[config.mk]
export PLATFORM = sky130hd
export DESIGN_NAME = zacore_prefetch
export DESIGN_NICKNAME = d
export VERILOG_FILES = /design/src/rtl/zacore_prefetch.sv
export SDC_FILE = /design/constraint.sdc
export NUM_CORES = 1
export LEC_CHECK = 0
export CAP_MARGIN = 20
export CORE_ASPECT_RATIO = 1.1
export CORE_MARGIN = 3
export CORE_UTILIZATION = 55
export CTS_BUF_LIST = sky130_fd_sc_hd__clkbuf_8
export CTS_CLUSTER_DIAMETER = 200
export DETAILED_ROUTE_END_ITERATION = 8
export GPL_ROUTABILITY_DRIVEN = 1
export PLACE_DENSITY_LB_ADDON = 0.05
export RECOVER_POWER = 25
export SYNTH_ARGS = -nofsm -noshare
export SYNTH_HDL_FRONTEND = slang
export SYNTH_SLANG_ARGS = --single-unit
[constraint.sdc]
create_clock -name i_clk -period 11.05 [get_ports i_clk]
set_input_delay 1.6575 -clock i_clk [delete_from_list [all_inputs] [get_ports i_clk]]
set_output_delay 1.6575 -clock i_clk [all_outputs]
set_load 0.01 [all_outputs]
[src/rtl/zacore_prefetch.sv]
// zacore_prefetch: sequential instruction prefetcher with a QUEUE_DEPTH-entry
// FIFO of {inst, pc, misaligned}, PC redirect and flush support.
// Ports: i_clk/i_rst (async, active-high); o_fetch_req/o_fetch_addr and
// i_fetch_ack/i_inst_read to instruction memory; i_redirect/i_redirect_addr,
// i_invalidate from execute; i_stall, o_valid/o_inst/o_pc/o_misaligned to decode.
// Optional macro ZACORE_PREFETCH_MISALIGN_TRAP_EN: a misaligned redirect target
// produces a marker entry and halts fetching until the next redirect.
module zacore_prefetch #(
   parameter logic [31:0] RESET_PC    = 32'h0000_0000,
   parameter int          QUEUE_DEPTH = 4
) (
   input  logic        i_clk,
   input  logic        i_rst,
   output logic        o_fetch_req,
   input  logic        i_fetch_ack,
   output logic [31:0] o_fetch_addr,
   input  logic [31:0] i_inst_read,
   input  logic        i_redirect,
   input  logic [31:0] i_redirect_addr,
   input  logic        i_invalidate,
   input  logic        i_stall,
   output logic        o_valid,
   output logic [31:0] o_inst,
   output logic [31:0] o_pc,
   output logic        o_misaligned
);

   localparam int AW = (QUEUE_DEPTH > 1) ? $clog2(QUEUE_DEPTH) : 1;
   localparam logic [AW:0]   DEPTH_C = (AW+1)'(QUEUE_DEPTH);
   localparam logic [AW-1:0] PTR_ONE = AW'(1);
   localparam logic [AW:0]   CNT_ONE = (AW+1)'(1);

   logic [31:0]   pc_q, pc_d;
   logic [AW-1:0] rptr_q, rptr_d;
   logic [AW-1:0] wptr_q, wptr_d;
   logic [AW:0]   count_q, count_d;

   logic [31:0]   inst_mem [QUEUE_DEPTH];
   logic [31:0]   pc_mem   [QUEUE_DEPTH];

   logic          wr_en;
   logic [AW-1:0] wr_idx;
   logic [31:0]   wr_inst;
   logic [31:0]   wr_pc;

   logic          halted;
   logic          push;
   logic          pop;

`ifdef ZACORE_PREFETCH_MISALIGN_TRAP_EN
   logic          mis_mem [QUEUE_DEPTH];
   logic          wr_mis;
   logic          halted_q, halted_d;

   assign halted       = halted_q;
   assign o_misaligned = mis_mem[rptr_q];
`else
   logic          unused_addr_lo;

   assign halted         = 1'b0;
   assign o_misaligned   = 1'b0;
   assign unused_addr_lo = ^i_redirect_addr[1:0];
`endif

   // Request is gated by reset so an in-flight request drops immediately.
   assign o_fetch_req  = !i_rst && !halted && (count_q < DEPTH_C);
   assign o_fetch_addr = pc_q;
   assign o_valid      = (count_q != '0);
   assign o_inst       = inst_mem[rptr_q];
   assign o_pc         = pc_mem[rptr_q];

   assign push = o_fetch_req && i_fetch_ack;
   assign pop  = o_valid && !i_stall;

   always_comb begin
      pc_d    = pc_q;
      rptr_d  = rptr_q;
      wptr_d  = wptr_q;
      count_d = count_q;
      wr_en   = 1'b0;
      wr_idx  = wptr_q;
      wr_inst = i_inst_read;
      wr_pc   = pc_q;
`ifdef ZACORE_PREFETCH_MISALIGN_TRAP_EN
      wr_mis   = 1'b0;
      halted_d = halted_q;
`endif
      if (i_redirect) begin
         rptr_d  = '0;
         wptr_d  = '0;
         count_d = '0;
         pc_d    = {i_redirect_addr[31:2], 2'b00};
`ifdef ZACORE_PREFETCH_MISALIGN_TRAP_EN
         halted_d = 1'b0;
         if (i_redirect_addr[1:0] != 2'b00) begin
            // Marker entry goes to slot 0 of the freshly flushed FIFO.
            wr_en    = 1'b1;
            wr_idx   = '0;
            wr_inst  = '0;
            wr_pc    = i_redirect_addr;
            wr_mis   = 1'b1;
            wptr_d   = PTR_ONE;
            count_d  = CNT_ONE;
            halted_d = 1'b1;
            pc_d     = i_redirect_addr;
         end
`endif
      end else if (i_invalidate) begin
         // Any ack this cycle is dropped; pc holds so it is refetched.
         rptr_d  = '0;
         wptr_d  = '0;
         count_d = '0;
      end else begin
         if (push) begin
            wr_en  = 1'b1;
            wptr_d = wptr_q + PTR_ONE;
            pc_d   = pc_q + 32'd4;
         end
         if (pop) begin
            rptr_d = rptr_q + PTR_ONE;
         end
         if (push && !pop) begin
            count_d = count_q + CNT_ONE;
         end else if (!push && pop) begin
            count_d = count_q - CNT_ONE;
         end
      end
   end

   always_ff @(posedge i_clk or posedge i_rst) begin
      if (i_rst) begin
         pc_q    <= RESET_PC;
         rptr_q  <= '0;
         wptr_q  <= '0;
         count_q <= '0;
`ifdef ZACORE_PREFETCH_MISALIGN_TRAP_EN
         halted_q <= 1'b0;
`endif
      end else begin
         pc_q    <= pc_d;
         rptr_q  <= rptr_d;
         wptr_q  <= wptr_d;
         count_q <= count_d;
`ifdef ZACORE_PREFETCH_MISALIGN_TRAP_EN
         halted_q <= halted_d;
`endif
      end
   end

   always_ff @(posedge i_clk or posedge i_rst) begin
      if (i_rst) begin
         for (int i = 0; i < QUEUE_DEPTH; i++) begin
            inst_mem[i] <= '0;
            pc_mem[i]   <= '0;
`ifdef ZACORE_PREFETCH_MISALIGN_TRAP_EN
            mis_mem[i]  <= 1'b0;
`endif
         end
      end else if (wr_en) begin
         inst_mem[wr_idx] <= wr_inst;
         pc_mem[wr_idx]   <= wr_pc;
`ifdef ZACORE_PREFETCH_MISALIGN_TRAP_EN
         mis_mem[wr_idx]  <= wr_mis;
`endif
      end
   end

endmodule

Word-level counts from Yosys, hierarchy flattened

Cells that the tools add are included.

Order comparisons: 4
Div/mod/pow operators: 0
$mul: 0
Shift-type cells: 0
Muxes and demuxes: 26
Bitwise operators: 2
Add/sub/neg operators: 5
Eq/ne operators: 1
Reductions and logical operators: 16

Operator list:

| cell                                                                         | number |
|---|---|
| 128-bit bitwise mux                                                          | 2 |
| 32-bit two-way mux                                                           | 8 |
| 32-bit binary-select mux with 2-bit select                                   | 2 |
| 32-bit demux with 2-bit select                                               | 1 |
| 32-bit by 3-bit adder with 32-bit output, second input constant              | 1 |
| 2-bit two-way mux                                                            | 6 |
| 3-bit two-way mux                                                            | 4 |
| 3-bit nonzero test                                                           | 3 |
| 3-bit greater-or-equal comparator, second input constant                     | 2 |
| 1-bit logical AND                                                            | 6 |
| 2-bit NOT with 3-bit output                                                  | 2 |
| 2-bit by 1-bit adder with 2-bit output, second input constant                | 2 |
| 1-bit logical NOT                                                            | 4 |
| 4-bit nonzero test                                                           | 1 |
| 3-bit by 1-bit adder with 3-bit output, second input constant                | 1 |
| 3-bit by 1-bit less-than comparator with 1-bit output, second input constant | 1 |
| 3-bit less-than comparator, second input constant                            | 1 |
| 1-bit two-way mux                                                            | 3 |
| 3-bit by 1-bit subtractor with 3-bit output, second input constant           | 1 |
| 2-bit inequality test, second input constant                                 | 1 |
| 2-bit AND reduction                                                          | 1 |
| 2-bit nonzero test                                                           | 1 |

Input port bits: 70
Memories kept: 0
Latch bits: 0
Output and inout port bits: 99
ROM bits: 0
Register bits after elaboration: 295
Word-level logic and storage cells: 66
Bits in writable memories: 0

Depth between registers and ports, before layout

Word-level depth: 9
Depth in mapped cells: 8
Mapped depth without buffers: 8

Worst setup path after synthesis

Ideal clock, no wire load.

Path type: input to output
From: input i_rst
To: output o_fetch_req
Buffers on the path: 0
Data arrival time: 1.857 ns
Cell stages on the path: 1
Path slack: 7.535 ns
Data required time: 9.392 ns
Cell sequence: nor2_1

Word-level cells in the longest chain between the ends: 2

Ends and longest elaborated chain:

| element                     | RTL line | text |
|---|---|---|
| from (decl)                 | 13       | `input logic i_rst,` |
| 1-bit logical NOT (no line) | n/a      |  |
| 1-bit logical AND           | 66       | `assign o_fetch_req = !i_rst && !halted && (count_q < DEPTH_C);` |
| to (decl)                   | 14       | `output logic o_fetch_req,` |

No other way between the ends.

==> flow_summary.rst <==
.. list-table::
   :header-rows: 1

   * - Metric
     - Value
   * - Average size of a mapped cell
     - 15.0 sq um
   * - Total via count after detailed routing
     - 7608
   * - Final setup violation count
     - 0
   * - Cells taking the most area after synthesis
     - sky130_fd_sc_hd__dfrtp_1, sky130_fd_sc_hd__mux2_2, sky130_fd_sc_hd__mux4_2
   * - Post-synth cell types
     - 36
   * - Maximum frequency from static timing analysis
     - 0.155 GHz
   * - Final hold vios
     - 0
   * - Seq/Total Area, Yosys
     - 55.8%
   * - Max_slew headroom
     - -111%
   * - Inserted Clock Buffers
     - 46
   * - Most common cell after layout, fill and taps aside
     - sky130_fd_sc_hd__dfrtp_1
   * - Site row count
     - 57
   * - Post-synthesis register bit count
     - 285
   * - Logic gate share of total power
     - 18.9%
   * - Share of the core filled with cells in the final layout
     - 68.5%
   * - Detailed-route wire length per cell
     - 20.8 um
   * - Worst min path class
     - reg -> reg
   * - Setup crit start kind
     - primary input
   * - Status
     - finished, violations left
   * - Internal cell power
     - 1860 uW
   * - Number of inserted filler cells in the final layout
     - 1579
   * - Proportion of power drawn by the clock network
     - 32.3%
   * - Summed negative setup slack over all endpoints
     - 0 ns
   * - Count of maximum capacitance violations
     - 3
   * - Switching power as a share of total power
     - 25.3%
   * - Worst Path Max Fanout
     - 62
   * - Number of cells upsized or downsized after cts
     - 0
   * - Via-per-instance ratio
     - 5.73
   * - Synth Instances
     - 853
   * - H-Tree Depth
     - 2
   * - Sinks on the clock net
     - 285
   * - Worst setup path class
     - in -> async
   * - Transition at the pin with the smallest max-transition slack
     - 3.16 ns
   * - Leakage power
     - 0.00712 uW
   * - Violations in the final reports
     - capacitance limit, slew limit
   * - Layout cells sized above 1
     - 36.7%
   * - Worst Clk Skew
     - 0.0147 ns
   * - Layout Nets
     - 1082
   * - VDD IR-drop max
     - 0.116 mV
   * - GRT Util Overall
     - 22.4%
   * - Data required time at the worst endpoint
     - 10.75 ns
   * - Area share of the largest cell type after synthesis
     - 55.8%
   * - Area of the mapped netlist
     - 12800 sq um
   * - Number of design-rule violations left by the first detailed-router iteration
     - 309
   * - Number of antenna cells inserted
     - 0
   * - First-pass GRT wire length
     - 44600 um
   * - Placer congestion estimate
     - 0.788
   * - Number of nets still failing antenna checks after routing
     - 0
   * - Routed wire length
     - 27600 um
   * - Antenna violations before repair
     - 0
   * - WP data arrival
     - 6.14 ns
   * - Number of search-and-repair iterations in the first detailed-routing pass
     - 4
   * - DIE AREA
     - 25100 sq um
   * - Worst-Skew Late Latency
     - 0.54 ns
   * - Pwr/cell area
     - 162 nW/um^2
   * - Core region area
     - 22500 sq um
   * - Detailed-placement wirelength estimate
     - 17100 um
   * - Cell taking the most area after synthesis
     - sky130_fd_sc_hd__dfrtp_1
   * - DRC violation count after routing
     - 0
   * - Remaining global-route overflow
     - 0
   * - Most used cells in the layout excluding fill and tap cells
     - sky130_fd_sc_hd__dfrtp_1, sky130_fd_sc_hd__mux2_2, sky130_fd_sc_hd__clkdlybuf4s50_1
   * - Die outline height
     - 166 um
   * - Pin count of the biggest net entering global routing
     - 155
   * - Horizontal extent of the die
     - 151 um
   * - Register-to-register path setup slack
     - 8.27 ns
   * - Ratio of final minimum period to clock period
     - 58.3%
   * - Unrepaired setup endpoints after global routing
     - no
   * - Crit path capture type
     - async pin
   * - Number of buffers between clock root and the deepest sink
     - 3
   * - CTS root buffer
     - sky130_fd_sc_hd__clkbuf_8
   * - Relative area change from synthesis to final layout
     - 20.4%
   * - Effective utilization at floorplan
     - 56.9%
   * - Post-layout min period
     - 6.44 ns
   * - Quantity of I/O buffers inserted on ports
     - 161
   * - Clock tree from TritonCTS
     - built
   * - Fin. max-slew vios
     - 183
   * - Total of hold buffers inserted after clock tree synthesis
     - 0
   * - Synth Warn #
     - 0
   * - Count of boundary I/O pins
     - 169
   * - Number of buffers inserted by post-CTS setup repair
     - 0
   * - Switching power
     - 630 uW
   * - Via count of the first global-routing pass
     - 8564
   * - Clock edge transition at the registers on the reported setup and hold paths
     - 0.06 ns
   * - Sequential power share
     - 48.8%
## path summary, 6_finish.rpt
check	start	to	depth (start not counted)
min in group asynchronous	i_rst	pc_mem[76]	2
max in group i_clk	rptr_q[0]	o_pc[14]	3
worst min-delay path	inst_mem[61]	inst_mem[61]	1
worst max-delay path	i_rst	rptr_q[1]	3
worst max register to register	count_q[2]	inst_mem[110]	4
worst min register to register	inst_mem[61]	inst_mem[61]	1
## worst max-delay path, stage by stage
cell and delay [ns]:
sky130_fd_sc_hd__dlygate4sd3_1 0.61, sky130_fd_sc_hd__clkinvlp_2 1.47, sky130_fd_sc_hd__clkbuf_1 2.33
## Yosys cell counts (all sizes together)
cell type	instances
mux4	62
and4	5
nand2	47
nor2	11
nor4b	1
conb	1
xor2	25
inv	7
xnor2	8
ha	6
mux2i	1
nor4	2
and2	3
or2	1
or3	3
mux2	249
or4b	1
nand3	7
o21ai	29
buf	18
and3	7
nand4b	2
nor2b	1
nand2b	1
a21oi	3
dfrtp	285
clkbuf	49
or4	1
nand4	15
fa	1
o211ai	1
## cell type report
cell class                 instances  area (sq um)  share of cell area, %
timing repair buffer             167          1670                   10.8
clock buffer                      49           674                   4.38
clock inverter                    27           131                  0.854
inverter                           7          27.5                  0.179
multi-input combinational        498          5390                   35.0
sequential                       285          7140                   46.4
tap                              295           369                   2.40
## layer usage
metal | global-route usage [%] | routed length, um | up-vias
li1 | - | - | 3408
met1 | 30.4 | 11600 | 3976
met2 | 37.4 | 14200 | 186
met3 | 4.80 | 1410 | 38
met4 | 5.17 | 414 | 0
met5 | 0 | 0 | -
## sequential cells by signal, summed over array words and instances, names as in the netlist
name	count
count_q	3
o_fetch_addr	30
wptr_q	2
rptr_q	2
inst_mem	128
pc_mem	120
## stage by stage
| step | cell area, sq um | hold WS (ns) | setup WS [ns] | power, uW | std cells |
|---|---|---|---|---|---|
| 3_3_place_gp | 14600 | 0.481 | 6.39 | 1680 | 1251 |
| 6_report | 15400 | 0.500 | 4.61 | 2490 | 1328 |
| 2_1_floorplan | 12800 | 0.474 | 1.53 | 1460 | 857 |
| 4_1_cts | 15400 | 0.500 | 5.98 | 2520 | 1327 |
| 5_1_grt | 15400 | 0.511 | 3.66 | 2620 | 1328 |
| 3_5_place_dp | 14600 | 0.488 | 6.39 | 1710 | 1251 |
## power groups by stage
stage | Clock [uW] | Combinational, uW | Sequential (uW)
2_1_floorplan | 0 | 260 | 1200
3_3_place_gp | 0 | 463 | 1220
3_5_place_dp | 0 | 475 | 1230
4_1_cts | 830 | 478 | 1220
5_1_grt | 882 | 506 | 1230
6_report | 807 | 471 | 1220
## cells by family (layout without fill, tap and decap cells)
| group | count (synthesis) | count (layout) | share of synthesized area (%) |
|---|---|---|---|
| xor+xnor | 33 | 33 | 2.26 |
| compound gates | 33 | 33 | 1.31 |
| mux | 312 | 312 | 32.9 |
| flops | 285 | 285 | 55.8 |
| simple gates | 108 | 108 | 4.49 |
| fa+ha+maj | 7 | 7 | 0.744 |
| buf+inv | 74 | 250 | 2.45 |
| other cells | 1 | 5 | 0.0293 |
Power figures use the tool's default switching activity.
==> edit: new RTL, same settings <==
Reset style: synchronous (`i_rst`), changed in 2 clocked blocks. Comments in the files are not updated.
--- a/src/rtl/zacore_prefetch.sv
+++ b/src/rtl/zacore_prefetch.sv
@@ -129,3 +129,3 @@
 
-   always_ff @(posedge i_clk or posedge i_rst) begin
+   always_ff @(posedge i_clk) begin
       if (i_rst) begin
@@ -149,3 +149,3 @@
 
-   always_ff @(posedge i_clk or posedge i_rst) begin
+   always_ff @(posedge i_clk) begin
       if (i_rst) begin
Function: differs if i_rst is asserted again (counterexample within 4 cycles, from zero or initial values and one cycle with i_rst high); with i_rst held inactive, the same outputs for 4 cycles.
==> edit against the unedited design <==
Critical endpoint is now pc_mem[3][27]$_DFFE_PP_; highest routed layer unchanged; wire length rose by 5.3%; sequential cell count increased by 2; the flow still finishes with violations (capacitance limit, slew limit); global-route usage is 1.7 points higher; final area fell by 1.7%; area after synthesis is 1.8% lower; setup slack worse by 620 ps.
Power is not compared: it rests on default switching activity, and its combinational part moved more than twofold at a synthesized area within 25%.
==> edit: results (changes against the unedited design) <==
The run finished, with violations left. The checks that failed: capacitance limit, slew limit. The multi-input logic cell count is 537 (+7.8%). The number of vias per cell after detailed routing is 5.70 (-0.53%). The largest stage delay on the critical path came out at 2810 ps (+480 ps). The adder-cell area share of the yosys netlist is 0.359% (-0.38 points). The data arrival time of the critical path came out at 7230 ps (+1090 ps). The area taken by flip-flops and latches was 8230 µm² (+15%). The buffer count excluding the clock tree in the final layout is 170 (+1.8%). The overall fraction of global-route tracks in use is 24.1% (+1.7 points).

The non-clock inverter total of the final layout came out at 72 (+65). The number of maximum-capacitance violations came out at 7 (+4). The XOR/XNOR share of the synthesized area is 1.05% (-1.2 points).

The highest fanout seen on the critical path is 42 (-32%). The worst hold slack is 525 ps (+24.8 ps). The placer's final routability congestion estimate was 0.847 (+7.5%). The TritonCTS buffer count came out at 44 (-4.3%). The worst-margin pin slew came to 3720 ps (+558 ps). The global-route wire length before repair came out at 45,600 µm (+2.3%). The number of nets in the layout is 1,185 (+9.5%).

The setup skew after layout came out at 12.9 ps (-1.79 ps). The largest individual stage delay along the critical path comes from the cell sky130_fd_sc_hd__o21ai_0. The mux contribution to synthesized area is 11.2% (-22 points). The worst register-to-register path begins at count_q[2]$_SDFFE_PP0P_. The total area of multi-input combinational cells is 3800 µm² (-29%). The number of clock buffers in the layout came out at 45 (-8.2%). The total cell area at the placement stage came to 14,400 µm² (-1.2%). The number of flops mapped to enable cells by yosys came out at 248 (+248). The share of flip-flops with an asynchronous set or reset is 0% (-100 points). Among cell families on the critical path, the largest total delay comes from compound AO/OA/AOI/OAI gates. In the synthesized netlist, the cells that appear most often are sky130_fd_sc_hd__edfxtp_1, sky130_fd_sc_hd__nor2_1, sky130_fd_sc_hd__nand2_1. The maximum number of pins on one net before global-route repair came out at 64 (-59%).

The share of the synthesized area in compound gates (AO/OA/AOI/OAI) came out at 3.53% (+2.2 points). The proportion of synthesized chip area in sequential cells came out at 65.6% (+9.8 points). The number of fill cells is 1,702 (+7.8%). By area the synthesized netlist is led by sky130_fd_sc_hd__edfxtp_1, sky130_fd_sc_hd__mux4_2, sky130_fd_sc_hd__nor2_1. The final-report max-slew violation count was 266 (+45%).

The total number of sequential cells came out at 287 (+0.70%). The routed wire length came out at 29,100 µm (+5.3%). The buffering overhead was 11.0% (+0.17 points). The relative area of clock buffers and inverters in the final design was 5.29% (+0.055 points).
[edit: routing by layer]
metal | global-route usage (%) | share of wire, %
met1 | 32.8 | 41
met4 | 7.45 | 2.1
met5 | 0 | 0
met3 | 4.88 | 7.5
met2 | 39.8 | 49
[edit: stage by stage]
step	total power [mW]	cells	utilization, %	setup slack, ps
floorplan	1.34	960	-	4020
global placement	1.43	1361	64.7	5820
detailed placement	1.43	1361	64.7	5810
CTS	2.24	1439	68.3	6100
global route	2.30	1439	68.0	3540
finish	2.22	1439	68.0	3990
[edit: power breakdown]
part	switching [mW]	internal [mW]
Sequential	0.0250	1.22
Combinational	0.0809	0.0764
Clock	0.393	0.424
Total	0.499	1.72
[edit: worst min-delay path: stages, from the launching register on]
cell                      delay, ps
sky130_fd_sc_hd__dfxtp_1        320
sky130_fd_sc_hd__xnor2_1        110
sky130_fd_sc_hd__nor2_1          40
